==> src/rtl/fp_pkg.sv <==
`default_nettype none
//----------------------------------------------------------------------------
// fp_pkg : shared state encoding, constants and fp32 type for the adder (rev 1.0)
//----------------------------------------------------------------------------
package fp_pkg;

  localparam int          EXP_W   = 8;
  localparam int          MANT_W  = 23;
  localparam int          EXP_MAX = 255;
  localparam logic [31:0] QNAN    = 32'h7FC0_0000;

  typedef enum logic [2:0] {
    IDLE  = 3'd0,
    ALIGN = 3'd1,
    ADD   = 3'd2,
    NORM  = 3'd3,
    DONE  = 3'd4
  } state_t;

  typedef struct packed {
    logic              sign;
    logic [EXP_W-1:0]  exp;
    logic [MANT_W-1:0] mant;
  } fp32_t;

endpackage
`default_nettype wire

==> src/rtl/fp_norm_shift.sv <==
`default_nettype none
//----------------------------------------------------------------------------
// fp_norm_shift : leading-one detect and normalising shift of a raw sum (rev 1.0)
//----------------------------------------------------------------------------
module fp_norm_shift (
  input  logic [23:0]       mant,
  input  logic              carry,
  output logic [22:0]       frac,
  output logic signed [7:0] exp_adj
);

  logic [4:0]  lzc;
  logic        found;
  logic [22:0] shifted;

  always_comb begin
    lzc   = 5'd0;
    found = 1'b0;
    for (int i = 23; i >= 0; i--) begin
      if (!found && mant[i]) begin
        lzc   = 5'(23 - i);
        found = 1'b1;
      end
    end
    // Shifted-out leading one becomes the hidden bit and is not stored.
    shifted = 23'(mant << lzc);
    if (carry) begin
      frac    = mant[23:1];
      exp_adj = 8'sd1;
    end else begin
      frac    = shifted;
      exp_adj = -$signed({3'b000, lzc});
    end
  end

endmodule
`default_nettype wire

==> src/rtl/fp_add_sequencer.sv <==
`default_nettype none
//----------------------------------------------------------------------------
// fp_add_sequencer : multi-cycle truncating fp32 adder with valid/ready (rev 1.0)
//----------------------------------------------------------------------------
module fp_add_sequencer
  import fp_pkg::*;
#(
  parameter int CNT_W = 16
) (
  input  logic             clk,
  input  logic             rst,
  input  logic             in_valid,
  output logic             in_ready,
  input  logic [31:0]      in_a,
  input  logic [31:0]      in_b,
  output logic             out_valid,
  input  logic             out_ready,
  output logic [31:0]      out_sum,
  output logic             out_ovf,
  output logic             out_nan,
  output logic [CNT_W-1:0] op_count
);

  localparam logic signed [9:0] EXP_LIMIT = 10'(EXP_MAX);
  localparam logic [EXP_W-1:0]  EXP_ONES  = EXP_W'(EXP_MAX);

  state_t           state;
  fp32_t            op_a;
  fp32_t            op_b;
  logic [EXP_W-1:0] big_exp;
  logic [23:0]      big_mant;
  logic [23:0]      small_mant;
  logic [23:0]      sum_mant;
  logic             sum_carry;
  logic             res_sign;
  logic             do_sub;
  logic             is_nan;

  logic [30:0]      key_a;
  logic [30:0]      key_b;
  logic [30:0]      key_big;
  logic [30:0]      key_small;
  logic             swap;
  logic [EXP_W-1:0] exp_diff;
  logic [23:0]      big_full;
  logic [23:0]      small_full;
  logic [23:0]      small_aligned;

  // Zero-exponent operands are flushed to a zero key before ordering.
  always_comb begin
    key_a         = (op_a.exp == 8'd0) ? 31'd0 : {op_a.exp, op_a.mant};
    key_b         = (op_b.exp == 8'd0) ? 31'd0 : {op_b.exp, op_b.mant};
    swap          = key_b > key_a;
    key_big       = swap ? key_b : key_a;
    key_small     = swap ? key_a : key_b;
    big_full      = {key_big[30:23] != 8'd0, key_big[22:0]};
    small_full    = {key_small[30:23] != 8'd0, key_small[22:0]};
    exp_diff      = key_big[30:23] - key_small[30:23];
    small_aligned = (exp_diff >= 8'd25) ? 24'd0 : (small_full >> exp_diff);
  end

  logic [24:0] sum_ext;

  always_comb begin
    if (do_sub) begin
      sum_ext = {1'b0, big_mant} - {1'b0, small_mant};
    end else begin
      sum_ext = {1'b0, big_mant} + {1'b0, small_mant};
    end
  end

  logic [22:0]       norm_frac;
  logic signed [7:0] norm_adj;
  logic signed [9:0] norm_exp;
  logic [31:0]       norm_sum;
  logic              norm_ovf;

  fp_norm_shift u_norm_shift (
    .mant    (sum_mant),
    .carry   (sum_carry),
    .frac    (norm_frac),
    .exp_adj (norm_adj)
  );

  always_comb begin
    norm_exp = $signed({2'b00, big_exp}) + $signed({{2{norm_adj[7]}}, norm_adj});
    norm_ovf = 1'b0;
    if (!sum_carry && (sum_mant == 24'd0)) begin
      norm_sum = 32'd0;
    end else if (norm_exp >= EXP_LIMIT) begin
      norm_sum = {res_sign, EXP_ONES, 23'd0};
      norm_ovf = 1'b1;
    end else if (norm_exp <= 10'sd0) begin
      norm_sum = {res_sign, 31'd0};
    end else begin
      norm_sum = {res_sign, norm_exp[7:0], norm_frac};
    end
  end

  always_ff @(posedge clk or posedge rst) begin
    if (rst) begin
      state      <= IDLE;
      in_ready   <= 1'b1;
      out_valid  <= 1'b0;
      out_sum    <= 32'd0;
      out_ovf    <= 1'b0;
      out_nan    <= 1'b0;
      op_count   <= '0;
      op_a       <= '0;
      op_b       <= '0;
      big_exp    <= '0;
      big_mant   <= '0;
      small_mant <= '0;
      sum_mant   <= '0;
      sum_carry  <= 1'b0;
      res_sign   <= 1'b0;
      do_sub     <= 1'b0;
      is_nan     <= 1'b0;
    end else begin
      case (state)
        IDLE: begin
          if (in_valid && in_ready) begin
            op_a     <= in_a;
            op_b     <= in_b;
            in_ready <= 1'b0;
            state    <= ALIGN;
          end
        end
        ALIGN: begin
          big_exp    <= key_big[30:23];
          big_mant   <= big_full;
          small_mant <= small_aligned;
          res_sign   <= swap ? op_b.sign : op_a.sign;
          do_sub     <= op_a.sign ^ op_b.sign;
          is_nan     <= (op_a.exp == EXP_ONES) || (op_b.exp == EXP_ONES);
          state      <= ADD;
        end
        ADD: begin
          {sum_carry, sum_mant} <= sum_ext;
          state                 <= NORM;
        end
        NORM: begin
          out_sum   <= is_nan ? QNAN : norm_sum;
          out_ovf   <= !is_nan && norm_ovf;
          out_nan   <= is_nan;
          out_valid <= 1'b1;
          state     <= DONE;
        end
        DONE: begin
          if (out_ready) begin
            out_valid <= 1'b0;
            in_ready  <= 1'b1;
            op_count  <= op_count + CNT_W'(1);
            state     <= IDLE;
          end
        end
        default: begin
          out_valid <= 1'b0;
          in_ready  <= 1'b1;
          state     <= IDLE;
        end
      endcase
    end
  end

endmodule
`default_nettype wire

==> config.mk <==
export PLATFORM = sky130hd
export DESIGN_NAME = fp_add_sequencer
export DESIGN_NICKNAME = d
export VERILOG_FILES = /design/src/rtl/fp_pkg.sv /design/src/rtl/fp_norm_shift.sv /design/src/rtl/fp_add_sequencer.sv
export SDC_FILE = /design/constraint.sdc
export NUM_CORES = 1
export LEC_CHECK = 0
export CORE_ASPECT_RATIO = 0.6
export CORE_UTILIZATION = 64
export DETAILED_ROUTE_END_ITERATION = 16
export PLACE_DENSITY_LB_ADDON = 0.05
export SYNTH_ARGS = -nofsm -noshare
export SYNTH_HDL_FRONTEND = slang
export SYNTH_SLANG_ARGS = --single-unit
==> constraint.sdc <==
create_clock -name clk -period 17.9 [get_ports clk]
set_input_delay 2.685 -clock clk [delete_from_list [all_inputs] [get_ports clk]]
set_output_delay 2.685 -clock clk [all_outputs]
set_load 0.03 [all_outputs]
# Yosys cells after proc, flatten, opt, wreduce, memory -nomap -nowiden
# Index checks and enable logic that the tools add are counted.
[word_totals]
regBits = 203
latchBits = 0
mem_bits_rw = 0
rom_bits = 0
input_bits = 68
output_inout_bits = 52
n_memories = 0
[op_classes]
add_sub_neg = 6
multipliers = 0
div_mod_pow = 0
n_lt_le_gt_ge = 4
n_eq_ne = 8
shift = 2
n_mux = 69
bitwise_logic = 3
n_reduce_logical = 65
[op_table]
columns = ["operator", "count"]
rows = [
  ["$mux 31", 6],
  ["$mux 32", 2],
  ["$mux 5", 8],
  ["$mux 4", 8],
  ["$gt 31x31->1", 1],
  ["$mux 1", 30],
  ["$logic_and 1x1->1", 26],
  ["$add 24x24->25", 1],
  ["$logic_not 1->1", 25],
  ["$mux 25", 1],
  ["$sub 24x24->25", 1],
  ["$logic_not 24->1", 1],
  ["$mux 24", 1],
  ["$shl 24x5->23", 1],
  ["$shr 24x8->24", 1],
  ["$mux 23", 1],
  ["$mux 3", 6],
  ["$add 16x1->16 const B", 1],
  ["$eq 8x8->1 const B", 2],
  ["$logic_not 8->1", 2],
  ["$reduce_bool 8->1", 2],
  ["$pmux 3 s5", 1],
  ["$add 9x8->10", 1],
  ["$ge 10x9->1 const B", 1],
  ["18 further kinds", 27],
]

# Depth between registers and ports, before layout
[depth]
depth_word = 78
mapped_depth = 30

# Cells and area by module
# A second synthesis with hierarchy kept.
[hier_totals]
cells_unflattened = 1679
area_unflattened_um2 = 14988.1
[by_module_without_submodules]
columns = ["module", "instances", "cells_each", "area_per_inst_um2", "seq_area_each_um2"]
rows = [
  ["fp_add_sequencer", 1, 1371, 13002.5, 5081.1],
  ["fp_norm_shift", 1, 308, 1985.7, 0.0],
]

# Worst setup path before layout
# Ideal clock, no wire load.
[synth_path]
kind = "register to register"
start = "register op_b[29] (netlist name)"
end = "register small_mant[10]"
setup_ps = 122
arrival_time_ps = 5530
required_ps = 17778
slack_ps = 12248
stages_incl_launch_ff = 29
path_buffers = 8
synth_period_minus_slack_ps = 5652
path_cell_list = "dfrtp_1 > nor4_1 > nand2_1 > clkbuf_1 > clkbuf_1 > and2_1 > ha_1 > nand3_1 > nor3_1 > o31ai_1 > a211o_2 > o21ai_1 > buf_4 > buf_6 > buf_6 > clkbuf_1 > clkbuf_1 > nor2_1 > nor2_1 > ha_1 > nor2_1 > o211ai_1 > and3_1 > or2_1 > clkbuf_1 > and2_1 > o32ai_1 > or2_2 > a32o_1"
[synth_via]
elab_chain_len = 7
elab_cells_between_ends = 10
cone_classes = "add/sub: 1; order compare: 2; shift: 1; mux: 4; reduce/logical: 2"
[synth_lines]
columns = ["element", "line_no", "source"]
rows = [
  ["start, declared", "fp_add_sequencer.sv:29", "fp32_t op_b;"],
  ["start signal, assigned", "fp_add_sequencer.sv:124", "op_b <= in_b;"],
  ["$logic_not 8->1", "fp_add_sequencer.sv:52", "key_b = (op_b.exp == 8'd0) ? 31'd0 : {op_b.exp, op_b.mant};"],
  ["$mux 31 (*)", "fp_add_sequencer.sv:52", ""],
  ["$gt 31x31->1", "fp_add_sequencer.sv:53", "swap = key_b > key_a;"],
  ["$mux 31 (on tied branches)", "fp_add_sequencer.sv:54, fp_add_sequencer.sv:55", ""],
  ["$sub 8x8->8 / $reduce_bool 8->1 (equally long branches)", "fp_add_sequencer.sv:58, fp_add_sequencer.sv:57", ""],
  ["$shr 24x8->24 / $ge 8x5->1 (equally long branches)", "fp_add_sequencer.sv:59", "small_aligned = (exp_diff >= 8'd25) ? 24'd0 : (small_full >> exp_diff);"],
  ["$mux 24 (*)", "fp_add_sequencer.sv:59", ""],
  ["end signal, assigned", "fp_add_sequencer.sv:132", "small_mant <= small_aligned;"],
  ["end, declared", "fp_add_sequencer.sv:32", "logic [23:0] small_mant;"],
]
# Every way passes the cells marked *; elsewhere a longest branch is shown, timed or not.
# A chain may end at the register's enable or synchronous reset.

# Worst setup path after layout
[layout_path]
start = "register op_b[29] (netlist name)"
end = "register small_mant[15]"
# The elaborated chain is that of the path after synthesis.

==> results.cfg <==
[yosys]
ys_warn_count = 0
synth_edf_count = 0
yosysMostFrequentCell = nand2_1
netlist_instances = 1669
synth_common_cells = 255 x nand2_1, 202 x dfrtp_1, 154 x nor2_1, 103 x mux2i_1, 102 x a21oi_1
synth_top_area_frac = 0.348
ys_top_cells_by_area = dfrtp_1 35%, mux2i_1 7.1%, nand2_1 6.6%
syn_nets = 1807
avgSynthCellArea_sq_um = 8.69
synthesis.area_sq_mm = 0.0145
yosysTopAreaCell = dfrtp_1
yosys_most_used_dff = dfrtp_1
synth-seq-cells = 203
async_flop_share = 1.00
yosysSeqAreaShare = 0.350
synthDistinctLibCells = 88

[setup_path]
slowest_delay_ns = 0.76
worstPathRequired_ns = 18.31
cp_slowest_cell = nor3_1
worstPathCellList = nor4_1 -> nand2_1 -> and2_1 -> ha_1 -> nand3_1 -> nor3_1 -> o31ai_1 -> a211o_2 -> o21ai_4 -> buf_4 -> mux2i_1 -> a211o_1 -> xnor2_1 -> and3_1 -> nand2_2 -> o221ai_1
start_kind = register
cp_max_fo = 81
arrival_ns = 7.08
cp-end-kind = register
crit_family = simple AND/OR/NAND/NOR gates
path_class = register to register
path_buf_inv = 1

[floorplanning]
io_pins = 120
die_w_microns = 196
dieArea_sq_mm = 0.0233
die_h_microns = 119
core.rowCount = 42
start_util = 0.656
core_sq_mm = 0.0221

[sta]
setup_slack_ns = 11.23
drv_slew = 0
worstMarginPinSlew_ns = 1.29
setup_viol = 0
fin_tns_setup_ns = 0
hold_viol_final = 0
rsz0062_at_grt = false
fin_crit_sh = 0.373
timing.fmax_ghz = 0.150
slew_headroom = 0.137
fin_crit_ns = 6.67
fin_skew_ns = 0.0312

[cells_and_area]
fillers = 1581
nNetsFinal = 1867
fin_area_sq_mm = 0.0165
area_growth_pct = 13.9
drive_above_1_share = 0.0936
n_antenna_cell = 0

[drt]
vias = 13282
wl_microns = 43400
ant_nets = 0
route.detailed.drc = 0
via_per_inst = 6.48
dr.pass1.iters = 7
dr.first_iter.drc_count = 1764
avgRoutedWirePerCell_microns = 21.2

[grt]
track_usage = 0.381
grt_start_max_net_pins = 133
grt-ovfl-total = 0
grt.busiest_layer = met1
antenna_found_initial = 0
grt_pass1_wl_microns = 69300
grtUsageMet2 = 0.504
grt_pass1_vias = 12482
grt_use_met1 = 0.594
grt_use_met3 = 0.128

[placement]
dpl.hpwl_microns = 32600
io_buffers = 119
place_area_sq_mm = 0.0158
place_congestion = 1.04
pre_cts_ws_ns = 11.59

[clock_tree]
path_clk_slew_ns = 0.07
h-tree-depth = 1
cts_sinks = 203
clock-root-buffer = clkbuf_16
ctsResizeCount = 0
cts_buffer_depth = 3
cts_buffers = 20
cts_setup_buffers = 0
insertion_delay_ns = 0.53
ctsHoldBuffers = 0
cts_tree = built

[run]
max_cap_violations = 0

[run_status]
status = finished clean

[min_path]
hp-class = register to register
## placed cells by master (no fill, tap or decap), types with 16 or more instances in the layout
master | synthesis | routed
a21oi_1 | 102 | 101
a31oi_1 | 21 | 21
and2_1 | 17 | 17
buf_4 | 4 | 18
clkbuf_16 | 0 | 20
clkdlybuf4s50_1 | 0 | 119
dfrtp_1 | 202 | 202
ha_1 | 68 | 68
inv_1 | 52 | 51
mux2_2 | 65 | 65
mux2i_1 | 103 | 103
nand2_1 | 255 | 255
nand3_1 | 38 | 38
nand4_1 | 16 | 16
nor2_1 | 154 | 153
nor3_1 | 31 | 31
o211ai_1 | 16 | 16
o21ai_0 | 99 | 99
o21ai_1 | 20 | 19
xnor2_1 | 46 | 46
xor2_1 | 23 | 23
## kinds of logic (layout without fill, tap and decap cells)
family                   after synthesis  count (layout)  synth area share
adder cells (fa/ha/maj)               70              70            0.0614
buffers and inverters                153             225            0.0430
AO/OA/AOI/OAI                        389             389             0.172
AND/OR/NAND/NOR                      604             604             0.190
multiplexers                         181             181             0.142
XOR/XNOR                              69              69            0.0417
flip-flops                           203             203             0.350
## final cells by class
| class | instances | area [sq um] | area share |
|---|---|---|---|
| Multi-Input combinational cell | 1313 | 8830 | 0.534 |
| Sequential cell | 203 | 5080 | 0.308 |
| Timing Repair Buffer | 137 | 1330 | 0.0803 |
| Clock buffer | 27 | 557 | 0.0337 |
| Tap cell | 308 | 385 | 0.0233 |
| Inverter | 54 | 210 | 0.0127 |
| Clock inverter | 7 | 130 | 0.00788 |
## flip-flops by register name (all words and copies together), names as in the netlist
register	count
op_count	16
big_exp	8
sum_mant	24
out_valid	1
out_nan	1
res_sign	1
op_b	32
small_mant	24
state	3
is_nan	1
out_ovf	1
op_a	32
out_sum	32
big_mant	24
do_sub	1
in_ready	1
sum_carry	1
## routing by layer
layer  routed length, microns  part of all wire  vias up
met3                     6110              0.14       66
li1                         -                 -     6073
met2                    17000              0.39      773
met4                      754             0.017        2
met1                    19500              0.45     6368
met5                       39           0.00090        -
## metrics by stage
step	utilization	instances	hold WS, ns
floorplan	-	1669	0.456
global placement	0.716	2015	0.458
detailed placement	0.716	2015	0.467
CTS	0.747	2049	0.480
global route	0.747	2049	0.503
finish	0.747	2049	0.474
## path summary, 6_finish.rpt
kind	from	endpoint	slack [ns]	cells after the start
setup reg to reg	op_b[29]	small_mant[15]	11.23	16
min in group asynchronous	rst	out_valid	2.68	2
hold reg to reg	op_count[15]	op_count[15]	0.47	1
setup / recovery	op_b[29]	small_mant[15]	11.23	16
hold / removal	op_count[15]	op_count[15]	0.47	1
max in group asynchronous	rst	op_a[9]	13.62	3
Power is not shown: default switching activity piles up to over one toggle a cycle in this logic, so the estimate is an artifact.
